## config.mk

```make
export PLATFORM = sky130hd
export DESIGN_NAME = lcd_fb_rd_ctrl
export DESIGN_NICKNAME = d
export VERILOG_FILES = /design/src/rtl/lcd_fb_rd_ctrl.sv
export SDC_FILE = /design/constraint.sdc
export NUM_CORES = 2
export LEC_CHECK = 0
export CAP_MARGIN = 10
export CELL_PAD_IN_SITES_DETAIL_PLACEMENT = 0
export CELL_PAD_IN_SITES_GLOBAL_PLACEMENT = 1
export CORE_MARGIN = 5
export CORE_UTILIZATION = 55
export DETAILED_ROUTE_END_ITERATION = 8
export PLACE_DENSITY = 0.83
export SLEW_MARGIN = 25
export SYNTH_ARGS = -nofsm -noshare
export SYNTH_HDL_FRONTEND = slang
export SYNTH_SLANG_ARGS = --single-unit
```

## constraint.sdc

```tcl
create_clock -name lcd_pclk -period 5.4 [get_ports lcd_pclk]
set_input_delay 0.54 -clock lcd_pclk [delete_from_list [all_inputs] [get_ports lcd_pclk]]
set_output_delay 0.54 -clock lcd_pclk [all_outputs]
set_load 0.03 [all_outputs]
```

## src/rtl/lcd_fb_rd_ctrl.sv

```systemverilog
`timescale 1ns/1ps
// Frame-buffer read scheduler: burst-reads RGB565 pixels into a FIFO and serves the LCD driver.
// Latency: pixel_data is registered and appears one cycle after data_req.
// Backpressure: a burst is only requested when the FIFO can hold all of it; at most one burst is in flight.
//
// Ports:
//   lcd_pclk, rst            : pixel clock, synchronous active-high reset
//   frame_start              : one-cycle pulse; restarts the frame (flushes FIFO, rewinds address)
//   data_req / pixel_data    : per-pixel request from the timing driver, pixel returned next cycle
//   rd_req/rd_addr/rd_ack    : burst request handshake to the memory port
//   rd_data_valid/rd_data    : returned burst beats
//   fifo_level               : registered FIFO occupancy
//   underflow                : sticky, a request found the FIFO empty during this frame
//   frame_done               : every burst of the frame has been received
module lcd_fb_rd_ctrl #(
    parameter int          H_DISP     = 1024,
    parameter int          V_DISP     = 600,
    parameter int          BURST_LEN  = 64,
    parameter int          FIFO_DEPTH = 256,
    parameter int          ADDR_W     = 24,
    parameter logic [ADDR_W-1:0] BASE_ADDR = '0
) (
    input  logic                          lcd_pclk,
    input  logic                          rst,
    input  logic                          frame_start,
    input  logic                          data_req,
    output logic [15:0]                   pixel_data,
    output logic                          rd_req,
    output logic [ADDR_W-1:0]             rd_addr,
    input  logic                          rd_ack,
    input  logic                          rd_data_valid,
    input  logic [15:0]                   rd_data,
    output logic [$clog2(FIFO_DEPTH):0]   fifo_level,
    output logic                          underflow,
    output logic                          frame_done
);

    localparam int TOTAL  = H_DISP * V_DISP;
    localparam int CNT_W  = $clog2(TOTAL + 1);
    localparam int PTR_W  = $clog2(FIFO_DEPTH);
    localparam int LVL_W  = PTR_W + 1;
    localparam int BEAT_W = $clog2(BURST_LEN + 1);

    typedef enum logic [2:0] {
        ST_IDLE, ST_CHECK, ST_REQ, ST_WAIT_DATA, ST_FLUSH, ST_DONE
    } state_t;

    state_t              state_q, state_d;
    logic [ADDR_W-1:0]   addr_q, addr_d;
    logic [CNT_W-1:0]    issued_q, issued_d;
    logic [BEAT_W-1:0]   beat_q, beat_d;
    logic                done_q, done_d;
    logic                under_q;
    logic [15:0]         pix_q;
    logic [PTR_W-1:0]    wr_ptr_q, rd_ptr_q;
    logic [LVL_W-1:0]    level_q;
    logic [15:0]         mem_q [FIFO_DEPTH];

    logic free_ok, beat_last, fifo_empty, push, pop;

    assign free_ok    = (LVL_W'(FIFO_DEPTH) - level_q) >= LVL_W'(BURST_LEN);
    assign beat_last  = rd_data_valid && (beat_q == BEAT_W'(BURST_LEN - 1));
    assign fifo_empty = (level_q == '0);
    // A restart wins over everything: no pop, and the beat in that cycle is discarded.
    assign pop        = data_req && !frame_start && !fifo_empty;
    assign push       = (state_q == ST_WAIT_DATA) && rd_data_valid && !frame_start &&
                        (level_q != LVL_W'(FIFO_DEPTH));

    always_comb begin
        state_d  = state_q;
        addr_d   = addr_q;
        issued_d = issued_q;
        beat_d   = beat_q;
        done_d   = done_q;
        if (frame_start) begin
            addr_d   = BASE_ADDR;
            issued_d = '0;
            done_d   = 1'b0;
            unique case (state_q)
                ST_WAIT_DATA, ST_FLUSH: begin
                    // The in-flight burst still has to be drained. If its last beat lands
                    // in this very cycle there is nothing left to drain, so skip FLUSH.
                    if (rd_data_valid) beat_d = beat_q + BEAT_W'(1);
                    state_d = beat_last ? ST_CHECK : ST_FLUSH;
                end
                default: state_d = ST_CHECK;
            endcase
        end else begin
            unique case (state_q)
                ST_IDLE: ;
                ST_CHECK: begin
                    if (issued_q == CNT_W'(TOTAL)) begin
                        state_d = ST_DONE;
                        done_d  = 1'b1;
                    end else if (free_ok) begin
                        state_d = ST_REQ;
                    end
                end
                ST_REQ: begin
                    if (rd_ack) begin
                        addr_d   = addr_q + ADDR_W'(BURST_LEN);
                        issued_d = issued_q + CNT_W'(BURST_LEN);
                        beat_d   = '0;
                        state_d  = ST_WAIT_DATA;
                    end
                end
                // Both count beats; only WAIT_DATA stores them (see push).
                ST_WAIT_DATA, ST_FLUSH: begin
                    if (rd_data_valid) begin
                        beat_d = beat_q + BEAT_W'(1);
                        if (beat_last) state_d = ST_CHECK;
                    end
                end
                ST_DONE: ;
                default: state_d = ST_IDLE;
            endcase
        end
    end

    always_ff @(posedge lcd_pclk) begin
        if (rst) begin
            state_q  <= ST_IDLE;
            addr_q   <= BASE_ADDR;
            issued_q <= '0;
            beat_q   <= '0;
            done_q   <= 1'b0;
            under_q  <= 1'b0;
            pix_q    <= '0;
            wr_ptr_q <= '0;
            rd_ptr_q <= '0;
            level_q  <= '0;
        end else begin
            state_q  <= state_d;
            addr_q   <= addr_d;
            issued_q <= issued_d;
            beat_q   <= beat_d;
            done_q   <= done_d;
            pix_q    <= pop ? mem_q[rd_ptr_q] : 16'h0000;
            if (frame_start) begin
                wr_ptr_q <= '0;
                rd_ptr_q <= '0;
                level_q  <= '0;
                under_q  <= 1'b0;
            end else begin
                if (push) wr_ptr_q <= wr_ptr_q + PTR_W'(1);
                if (pop)  rd_ptr_q <= rd_ptr_q + PTR_W'(1);
                level_q <= level_q + LVL_W'(push) - LVL_W'(pop);
                if (data_req && fifo_empty) under_q <= 1'b1;
            end
        end
    end

    // Storage has no reset; occupancy is tracked by the pointers and level.
    always_ff @(posedge lcd_pclk) begin
        if (push) mem_q[wr_ptr_q] <= rd_data;
    end

    assign pixel_data = pix_q;
    assign rd_req     = (state_q == ST_REQ);
    assign rd_addr    = addr_q;
    assign fifo_level = level_q;
    assign underflow  = under_q;
    assign frame_done = done_q;

endmodule

```

; Word level (Yosys, flattened, before mapping)
; Memories as Yosys holds them, arrays and structs flattened. A register that Yosys moved wholly into a read port is not among the register bits.
; Cells that the tools add are included.
[op_classes]
reduce_logical = 20
magnitude_cmp = 1
n_bitwise = 1
n_mux = 16
addsub = 8
n_eq_ne = 14
[ops]
columns = cell, count
row1 = 2-to-1 mux 7 bit, 4
row2 = "adder 24 x 7 -> 24 bit, second input constant", 1
row3 = 2-to-1 mux 3 bit, 8
row4 = "adder 20 x 7 -> 20 bit, second input constant", 1
row5 = "== test 20 bit, second input constant", 1
row6 = "adder 8 x 1 -> 8 bit, second input constant", 2
row7 = case mux 7 bit (2 select lines), 1
row8 = case mux 3 bit (4 select lines), 1
row9 = adder 9 x 1 -> 9 bit, 1
row10 = ">= comparator 9 x 7 -> 1 bit, second input constant", 1
row11 = logical NOT 9 bit, 1
row12 = "!= test 9 bit, second input constant", 1
row13 = subtractor 9 x 1 -> 9 bit, 1
row14 = "subtractor 9 bit, first input constant", 1
row15 = OR reduction 2 bit, 4
row16 = "adder 7 x 1 -> 7 bit, second input constant", 1
row17 = "== test 7 x 6 -> 1 bit, second input constant", 1
row18 = logical AND 1 bit, 7
row19 = "== test 3 x 2 -> 1 bit, second input constant", 2
row20 = "== test 3 bit, second input constant", 2
row21 = "!= test 3 bit, second input constant", 2
row22 = AND reduction 5 bit, 1
row23 = "!= test 2 x 1 -> 1 bit, second input constant", 2
row24 = "!= test 4 bit, second input constant", 1
row25 = other kinds (9), 12
[word_totals]
elab_cells = 70
inputBits = 22
register_bits = 81
ram_bits = 4096
memories = 1
[memory_table]
columns = memory, words, word_bits, rd, rd_ports_with_merged_regs, write_ports, line
row1 = mem_q, 256, 16, 1, 1, 1, 57  ; logic [15:0] mem_q [FIFO_DEPTH];

; Logic depth before layout (Yosys ltp)
[depth]
word_depth = 6
mapped_depth = 20
mapped_depth_nobuf = 19

; Worst setup path after synthesis
; OpenSTA, ideal clock, no wires.
[synth_timing]
kind = reg2reg
from = register level_q[4], in the netlist fifo_level[4]
to = register level_q[8], in the netlist fifo_level[8]
required_ns = 5.286
synth_period_minus_slack_ns = 3.827
setup_slack_ns = 1.573
path_buffers = 2
arrival_ns = 3.713
stages_incl_launch_ff = 21
setup_time_ns = 0.114
cell_sequence = dfxtp_1 inv_1 ha_1 nor4bb_1 and2_1 ha_1 nor4bb_1 clkbuf_1 buf_1 o21ai_0 nand2_1 ha_1 inv_1 fa_1 o21bai_1 a21oi_1 o21bai_1 a21oi_1 o21bai_1 a211oi_1 a21o_1
[synth_between]
elab_chain_len = 4
[synth_lines]
columns = element, line
row1 = "start, declared", 56  ; logic [LVL_W-1:0] level_q;
row2 = "start signal, assigned", 147  ; level_q <= level_q + LVL_W'(push) - LVL_W'(pop);
row3 = != test 9 bit or logical NOT 9 bit (tied branches), "67, 63"
row4 = logical AND 1 bit or logical NOT 1 bit (tied branches), "66, 65"
row5 = adder 9 x 1 -> 9 bit or logical AND 1 bit (tied branches), "147, 65"
row6 = subtractor 9 x 1 -> 9 bit *, 147
; Mark *: on every way between the ends. The rest lies on a longest branch, timed or not.
; A chain may end at the register's enable or synchronous reset.

==> metrics <==
status=finished clean; element type at the critical path start=flop; Synth top area share=0.759; die height=about 550 µm; GR Util met3=0.0755; Final ANT Viol Nets=0; Vias=roughly 83000; Primary FF master, synth=edfxtp_1; gr usage total=0.278; final hold vios=0; number of synthesized flops with an enable pin=a little over 4000; clk root buf=clkbuf_16; Initial DRC Count=~13000; die area=306000 µm²; Reg area=125000 µm²; most common cell after layout, fill and taps aside=edfxtp_1; Worst EP required=6240 ps; detailed-router iteration count before antenna repair=6; H-Tree Depth=5; sequential-to-total area share from yosys stat=0.769; Slew Viols, Final=0; Starting Density=0.552; Clock Skews=~93 ps; DRC=0; Multi-input gate area=between 30000 and 40000 µm²; CTS buffer count=between 400 and 500; Tmin final=4540 ps; Leakage=roughly 57 nW; grt met1 use=0.382; Netlist cell types=80; total grt overflow=0; vias per cell=roughly 6.7; CP startpoint=rd_ptr_q[0]; Max-Cap Viols=0; pwr/cell area=381 nW/µm²; core area=between 200000 and 300000 µm²; gpl congestion=approximately 0.92; Finished Cell Area=around 180000 µm²; syn avg cell area=approximately 22 µm²; CTS tree=done; GRT Max-Usage Layer=met2; layout cell share with drive strength beyond 1=0.250; Longest Clk Path Bufs=4; largest net degree at the start of global routing=around 200; fillcell total=around 19000; max_slew headroom=0.151; top achievable clock speed=between 200 and 250 MHz; clk sinks=between 4000 and 5000; critical path class=reg -> reg; number of I/O port buffers=between 60 and 70; R2R Path Start=rd_ptr_q[0]; placed cell areas=~170000 µm²; Post-CTS Setup Bufs=0; vias in the first global route=roughly 80000; fin nets=8079; I/O pin cnt=74; Synth area leaders=edfxtp_1 (76%), mux4_2 (13%), mux2i_1 (2.7%); Mapped Cells=around 7500; die width=between 500 and 600 µm; worst-path fanout max=34; setup tns final=0 ps; wire per inst=around 35 µm; CTS clock-pin slew for the worst setup and hold paths=60 ps; synthesized flop and latch total=roughly 4200; Syn-to-layout area delta=12.6%; FP Rows=between 150 and 200; Final Cycle Share=0.841; GRT met2 Usage=0.429; Syn. warnings=0; Total Wirelength=roughly 430000 µm; hold crit path type=in -> reg; final setup violation count=0; first-pass GRT wire length=between 600000 and 700000 µm; Tightest Pin Transition=roughly 1300 ps; Async SR Flop Fraction=0; commonest non-fill, non-tap cells in the layout=edfxtp_1 (4096), mux4_2 (943), mux2i_1 (440), buf_4 (433), clkbuf_16 (407); worst skew pair latency=slightly below 1000 ps; Setup crit end kind=flop; Final Util=0.621; Worst Path Arrival=around 5400 ps; peak supply drop=roughly 0.3 mV; RSZ-0062 raised after global routing=no; antenna violations before repair=21; post-synthesis cell type with the largest combined area=edfxtp_1; hold_sp=rd_data[14]; cell area after synthesis=between 150000 and 200000 µm²; placed wire-length estimate=roughly 250000 µm
==> power by group <==
part	internal, mW	total [mW]	switching [mW]
clock network	15.5	27.6	12.1
registers	35.6	35.8	0.118
logic	2.81	6.07	3.27
==> path summary, 6_finish.rpt <==
kind | slack [ps] | depth (start not counted) | to
setup / recovery | 860 | 8 | pixel_data[14]
hold / removal | 70 | 1 | mem_q[247][14]
setup reg to reg | 860 | 8 | pixel_data[14]
hold reg to reg | 470 | 2 | frame_done
==> flip-flops by register name, summed over array words and instances (netlist names) <==
name,count
mem_q,4096
rd_addr,18
pixel_data,16
issued_q,14
fifo_level,9
rd_ptr_q,8
wr_ptr_q,8
beat_q,7
state_q,3
frame_done,1
underflow,1
==> metrics by stage <==
stage	setup slack (ps)	power, mW	hold WS [ps]	cells
2_1_floorplan	1570	40.8	453	7506
3_3_place_gp	804	42.4	460	11536
3_5_place_dp	915	42.5	463	11536
4_1_cts	910	69.8	89.9	12287
5_1_grt	771	71.6	59.9	12294
6_report	861	69.5	70.9	12305
==> synthesized netlist by cell type (all sizes together), types with 11 or more instances <==
cell,instances
nor3,11
edfxtp,4096
nand2,196
o22ai,80
mux4,970
nand3,62
o221ai,25
inv,21
o211ai,18
a22oi,33
nor2,404
clkbuf,133
buf,303
ha,25
o21ai,101
or3,13
xor2,27
nor2b,23
mux2i,440
a31oi,20
a21oi,142
a211oi,33
dfxtp,85
a221oi,49
xnor2,18
nand4,20
==> layout make-up <==
cell class | instances | share of cell area
Timing Repair Buffer | 553 | 0.0277
Clock buffer | 520 | 0.0588
Inverter | 23 | 0.000555
Tap cell | 3919 | 0.0269
Multi-Input combinational cell | 2866 | 0.190
Clock inverter | 230 | 0.0124
Antenna cell | 13 | 0.000178
Sequential cell | 4181 | 0.683
==> critical path: stages, from the launching register on <==
cell and delay, ps:
dfxtp_4 1010, buf_12 380, buf_4 400, buf_4 310, mux4_2 550, a211oi_1 380
a311oi_1 150, a211oi_1 1010, o31ai_1 160
==> what timing repair did <==
item,in CTS,in global routing
hold buffers,1,1
hold endpoints to repair,1,13
resized for setup,0,0
==> routing by layer <==
layer | wire (µm) | up-vias
met3 | 55300 | 1007
met5 | 66 | -
met4 | 22600 | 10
li1 | - | 32429
met1 | 150000 | 42996
met2 | 201000 | 6090
==> kinds of logic after synthesis <==
kind of cell,synth area share
flip-flops,0.769
other,0.0000231
buffers and inverters,0.0186
AO/OA/AOI/OAI,0.0236
AND/OR/NAND/NOR,0.0214
multiplexers,0.163
XOR/XNOR,0.00243
adder cells (fa/ha/maj),0.00205
Note: power is estimated with default switching activity, not from simulation.
